`src/rtl/ps2_scan_text.sv`:
```
// PS/2 keyboard receiver: glitch-filtered clock, 11-bit frame decode, ASCII hex line for a UART sender.
// Pulses land one cycle after the stop bit is sampled; no backpressure, a new frame overwrites debug_text.
module ps2_scan_text #(
  parameter int timeout_cycles = 100000,
  parameter int filter_len     = 8,
  parameter int text_len       = 4
) (
  input  logic                  clk,
  input  logic                  reset,
  input  logic                  ps2_clk,
  input  logic                  ps2_data,
  output logic [7:0]            scancode,
  output logic                  scan_valid,
  output logic                  frame_err,
  output logic                  text_req,
  output logic [8*text_len-1:0] debug_text
);
  localparam int          TW     = 8 * text_len;
  localparam int          FW     = $clog2(filter_len + 1);
  localparam logic [16:0] TO_LIM = 17'(timeout_cycles - 1);

  typedef enum logic [1:0] {IDLE, RECV, DONE} state_t;

  state_t      state;
  logic        clk_m, clk_s, dat_m, dat_s;
  logic        filt, filt_d;
  logic [FW-1:0] fcnt;
  logic [3:0]  bitcnt;
  logic [9:0]  shreg;
  logic [16:0] idle_cnt;
  logic        fall;
  logic [9:0]  nxt;

  function automatic logic [7:0] hex(input logic [3:0] n);
    return (n < 4'd10) ? 8'h30 + {4'h0, n} : 8'h37 + {4'h0, n};
  endfunction

  assign fall = filt_d & ~filt;
  assign nxt  = {dat_s, shreg[9:1]};

  // Synchronisers and ps2_clk level filter; filt only follows after filter_len stable cycles.
  always_ff @(posedge clk or posedge reset) begin
    if (reset) begin
      clk_m  <= 1'b1;
      clk_s  <= 1'b1;
      dat_m  <= 1'b1;
      dat_s  <= 1'b1;
      filt   <= 1'b1;
      filt_d <= 1'b1;
      fcnt   <= '0;
    end else begin
      clk_m  <= ps2_clk;
      clk_s  <= clk_m;
      dat_m  <= ps2_data;
      dat_s  <= dat_m;
      filt_d <= filt;
      if (clk_s != filt) begin
        if (fcnt == FW'(filter_len - 1)) begin
          filt <= clk_s;
          fcnt <= '0;
        end else begin
          fcnt <= fcnt + 1'b1;
        end
      end else begin
        fcnt <= '0;
      end
    end
  end

  always_ff @(posedge clk or posedge reset) begin
    if (reset) begin
      state      <= IDLE;
      bitcnt     <= '0;
      shreg      <= '0;
      idle_cnt   <= '0;
      scancode   <= 8'h00;
      debug_text <= TW'(32'h3030_0D0A);
      scan_valid <= 1'b0;
      frame_err  <= 1'b0;
      text_req   <= 1'b0;
    end else begin
      scan_valid <= 1'b0;
      frame_err  <= 1'b0;
      text_req   <= 1'b0;
      case (state)
        IDLE: begin
          idle_cnt <= '0;
          if (fall && !dat_s) begin
            state  <= RECV;
            bitcnt <= 4'd1;
            shreg  <= '0;
          end
        end
        RECV: begin
          if (fall) begin
            shreg    <= nxt;
            bitcnt   <= bitcnt + 4'd1;
            idle_cnt <= '0;
            // Last bit: decide now so the pulses are visible during DONE.
            if (bitcnt == 4'd10) begin
              state    <= DONE;
              text_req <= 1'b1;
              if ((^nxt[8:0]) && nxt[9]) begin
                scancode   <= nxt[7:0];
                debug_text <= TW'({hex(nxt[7:4]), hex(nxt[3:0]), 8'h0D, 8'h0A});
                scan_valid <= 1'b1;
              end else begin
                debug_text <= TW'(32'h4552_0D0A);
                frame_err  <= 1'b1;
              end
            end
          end else if (idle_cnt == TO_LIM) begin
            state    <= IDLE;
            bitcnt   <= '0;
            idle_cnt <= '0;
          end else begin
            idle_cnt <= idle_cnt + 17'd1;
          end
        end
        default: begin
          state  <= IDLE;
          bitcnt <= '0;
        end
      endcase
    end
  end
endmodule

```
`config.mk`:
```
export PLATFORM = sky130hd
export DESIGN_NAME = ps2_scan_text
export DESIGN_NICKNAME = d
export VERILOG_FILES = /design/src/rtl/ps2_scan_text.sv
export SDC_FILE = /design/constraint.sdc
export NUM_CORES = 1
export LEC_CHECK = 0
export ABC_AREA = 0
export BUFFER_PORTS_ARGS = -buffer_cell sky130_fd_sc_hd__buf_2
export CAP_MARGIN = 10
export CORE_MARGIN = 8
export CORE_UTILIZATION = 49
export CTS_CLUSTER_DIAMETER = 40
export CTS_CLUSTER_SIZE = 24
export DETAILED_ROUTE_END_ITERATION = 8
export PLACE_DENSITY = 0.7
export SYNTH_ARGS = -nofsm -noshare
export SYNTH_HDL_FRONTEND = slang
export SYNTH_SLANG_ARGS = --single-unit
```
`constraint.sdc`:
```
create_clock -name clk -period 3 [get_ports clk]
set_input_delay 0.15 -clock clk [delete_from_list [all_inputs] [get_ports clk]]
set_output_delay 0.15 -clock clk [all_outputs]
set_load 0.01 [all_outputs]
```
==> metrics.cfg <==
[placed_design]
gp_congestion=0.9008
dp.cells=431
hpwl_mm=4.759
dpl_cell_area_um2=3482
portBuffers=28

[grt]
antenna_found_initial=0
grt_pass1_vias=2418
grt_remaining_overflow=0
grt_max_degree=26
gr-usage-all-layers=0.1507
grt_first_pass_wirelength_mm=11.56

[yosys]
syn-cell-area_um2=3301
synth-edff-count=0
syn_inst=325
synth_seq_area_share=0.5118
ys_warn_count=0
synthTopCellsByArea=dfrtp_1 43%, dfstp_2 8.0%, buf_4 4.5%
synth_ff_type=dfrtp_1
synth.avg_cell_area_um2=10.16
ys_seq_elements=67
synth_largest_area_cell=dfrtp_1
synth_cell_types=50
synth_top_area_frac=0.4321
synthArstFlopShare=1.000

[detailed_routing]
num_vias=2393
wl_per_cell_um=14.81
routed_wl_mm=6.663
drt_pass1_iterations=4
antenna_left=0
route.detailed.drc=0
vias_per_cell=5.318
drt-initial-drc-count=58

[sta]
clock.fmax_ghz=0.3716
setup_viol=0
whs_ns=0.3547
hold_viol=0
slew_viol_final=0
finalSetupTns_ns=0
rsz0062_at_grt=false
worstMarginPinSlew_ns=0.8763
slew_headroom=0.4104
fin_crit_sh=0.8971
fin_crit_ns=2.691
skew_ns=0.009851

[worst_setup_path]
max_stage_delay_ns=0.44
critPathKind=reg -> reg
path_max_fanout=13
ff2ff_setup_slack_ns=0.31
path_cells=inv_1 > ha_1 > xnor3_1 > xnor2_1 > nand3_2 > inv_1 > mux2_2
crit_top_cell=inv_1
regToRegEndpoint=scancode[6]$_DFFE_PP0P_
critical_path_required_ns=3.22
critPathCaptureType=register
slowest_stage=dfrtp_1
reg2reg_depth=7
start_kind=register
crit_arrival_ns=2.91
reg2reg_from=shreg[6]$_DFFE_PP0P_

[power_and_ir_drop]
p_leak_nw=1.814
irDropWorstVdd_uv=356.0
powerDensity_nw_per_um2=663.2

[cells_and_area]
fin_area_um2=3752
area_growth_pct=13.68
instances_no_fill=450
multiInputGateArea_um2=1418
diodes=0
drive_gt1_frac=0.2162
nFillCells=565
nNetsFinal=379
regArea_um2=1689

[clocking]
clock_latency_ns=0.34
h-tree-depth=3
ctsResizeCount=0
root_buffer=clkbuf_8
clk_path_buf_depth=2
cts_buffers=9
numClockSinks=67
post_cts_buffers=0
cts_hold_buf=3
clk_pin_slew_ns=0.08
cts_tree=yes

[outcome]
status=completed

[floorplanning]
ios=47
fp.dieArea_um2=9619
core_area_um2=6644
start_util=0.4968
die_y_um=98.08
die_w_um=98.08
rows=30

[job]
maxCapViolCount=0

[hold_path]
min_path_type=in -> async

[critical path, delay by kind of cell (launching register included)]
kind	cells	cell delay, ns
fa+ha+maj	1	0.31
buf+inv	2	0.52
mux	1	0.40
simple gates	1	0.24
xor+xnor	2	0.66
flops	1	0.44
[synth_stat cells, types with 3 or more instances]
cell / instances
mux2_2: 9
dfstp_2: 10
o21ai_0: 27
xnor2_1: 8
nand4_1: 6
a31oi_1: 5
clkbuf_1: 3
dfrtp_1: 57
nor2b_1: 5
ha_1: 10
nor2_1: 17
inv_1: 17
buf_4: 20
mux2i_1: 3
nor3_1: 7
a21oi_1: 19
or3_1: 6
a21o_1: 3
a22o_1: 7
nand3_1: 19
nand2_1: 34
[placed cells by master (no fill, tap or decap), drive strengths merged, types with 2 or more instances in the layout]
cell,count
dfstp,10
nor2,17
a22o,7
dfrtp,57
inv,17
nand4,6
nand2,35
dlygate4sd3,3
bufinv,3
nor4,2
xnor2,8
clkbuf,9
and3,2
a21o,3
or3,6
mux2,9
nor2b,5
nand2b,2
o21ai,27
mux2i,3
or2,2
conb,18
a31oi,5
nor3,7
nand3,20
ha,10
a21oi,19
o22a,2
buf,37
clkinv,4
[power breakdown]
part	switching (mW)	internal, mW
clock network	0.347	0.550
logic	0.303	0.219
registers	0.0793	0.990
[registers in the layout, indices dropped and copies added (netlist names), 2 cells and up]
name / count
idle_cnt: 17
shreg: 9
debug_text: 14
scancode: 8
bitcnt: 4
fcnt: 4
state: 2
[worst max-delay path by stage]
| stage | to | startpoint | cells after the start |
|---|---|---|---|
| global route | scancode[3]$_DFFE_PP0P_ | shreg[6]$_DFFE_PP0P_ | 7 |
| CTS | scancode[6]$_DFFE_PP0P_ | shreg[6]$_DFFE_PP0P_ | 7 |
| detailed placement | scancode[5]$_DFFE_PP0P_ | shreg[6]$_DFFE_PP0P_ | 7 |
| global placement | scancode[5]$_DFFE_PP0P_ | shreg[6]$_DFFE_PP0P_ | 7 |
| finish | scancode[6]$_DFFE_PP0P_ | shreg[6]$_DFFE_PP0P_ | 7 |
| floorplan | scancode[3]$_DFFE_PP0P_ | shreg[6]$_DFFE_PP0P_ | 8 |
[cells by family after synthesis]
| group | synth area share |
|---|---|
| other | 0.002275 |
| buffers and inverters | 0.07695 |
| adders and majority gates | 0.03791 |
| and+or+nand+nor | 0.1732 |
| muxes | 0.03980 |
| DFF | 0.5118 |
| AOI/OAI and AO/OA | 0.1274 |
| xor gates and xnor gates | 0.03071 |
[layer usage]
| layer | routed length [um] | track usage | share of wire | up-vias |
|---|---|---|---|---|
| met5 | 0 | 0 | 0 | - |
| met1 | 3047 | 0.1846 | 0.46 | 1162 |
| met4 | 147 | 0.09353 | 0.022 | 0 |
| li1 | - | - | - | 1172 |
| met2 | 3159 | 0.2313 | 0.47 | 50 |
| met3 | 308 | 0.04054 | 0.046 | 9 |
[layout make-up]
type | instances | share of cell area
timing repair buffer | 40 | 0.06335
multi-input combinational | 229 | 0.3778
clock inverter | 7 | 0.03101
clock buffer | 9 | 0.03301
sequential | 67 | 0.4501
tap | 80 | 0.02668
inverter | 18 | 0.01801
[metrics by stage]
stage / setup WS (ns) / power (mW) / util
floorplan: 0.6966 / 1.503 / -
global placement: 0.4702 / 1.587 / 0.5241
detailed placement: 0.3645 / 1.602 / 0.5241
CTS: 0.3375 / 2.515 / 0.5648
global route: 0.1476 / 2.634 / 0.5648
finish: 0.3087 / 2.488 / 0.5648
(Power assumes the default switching activity.)
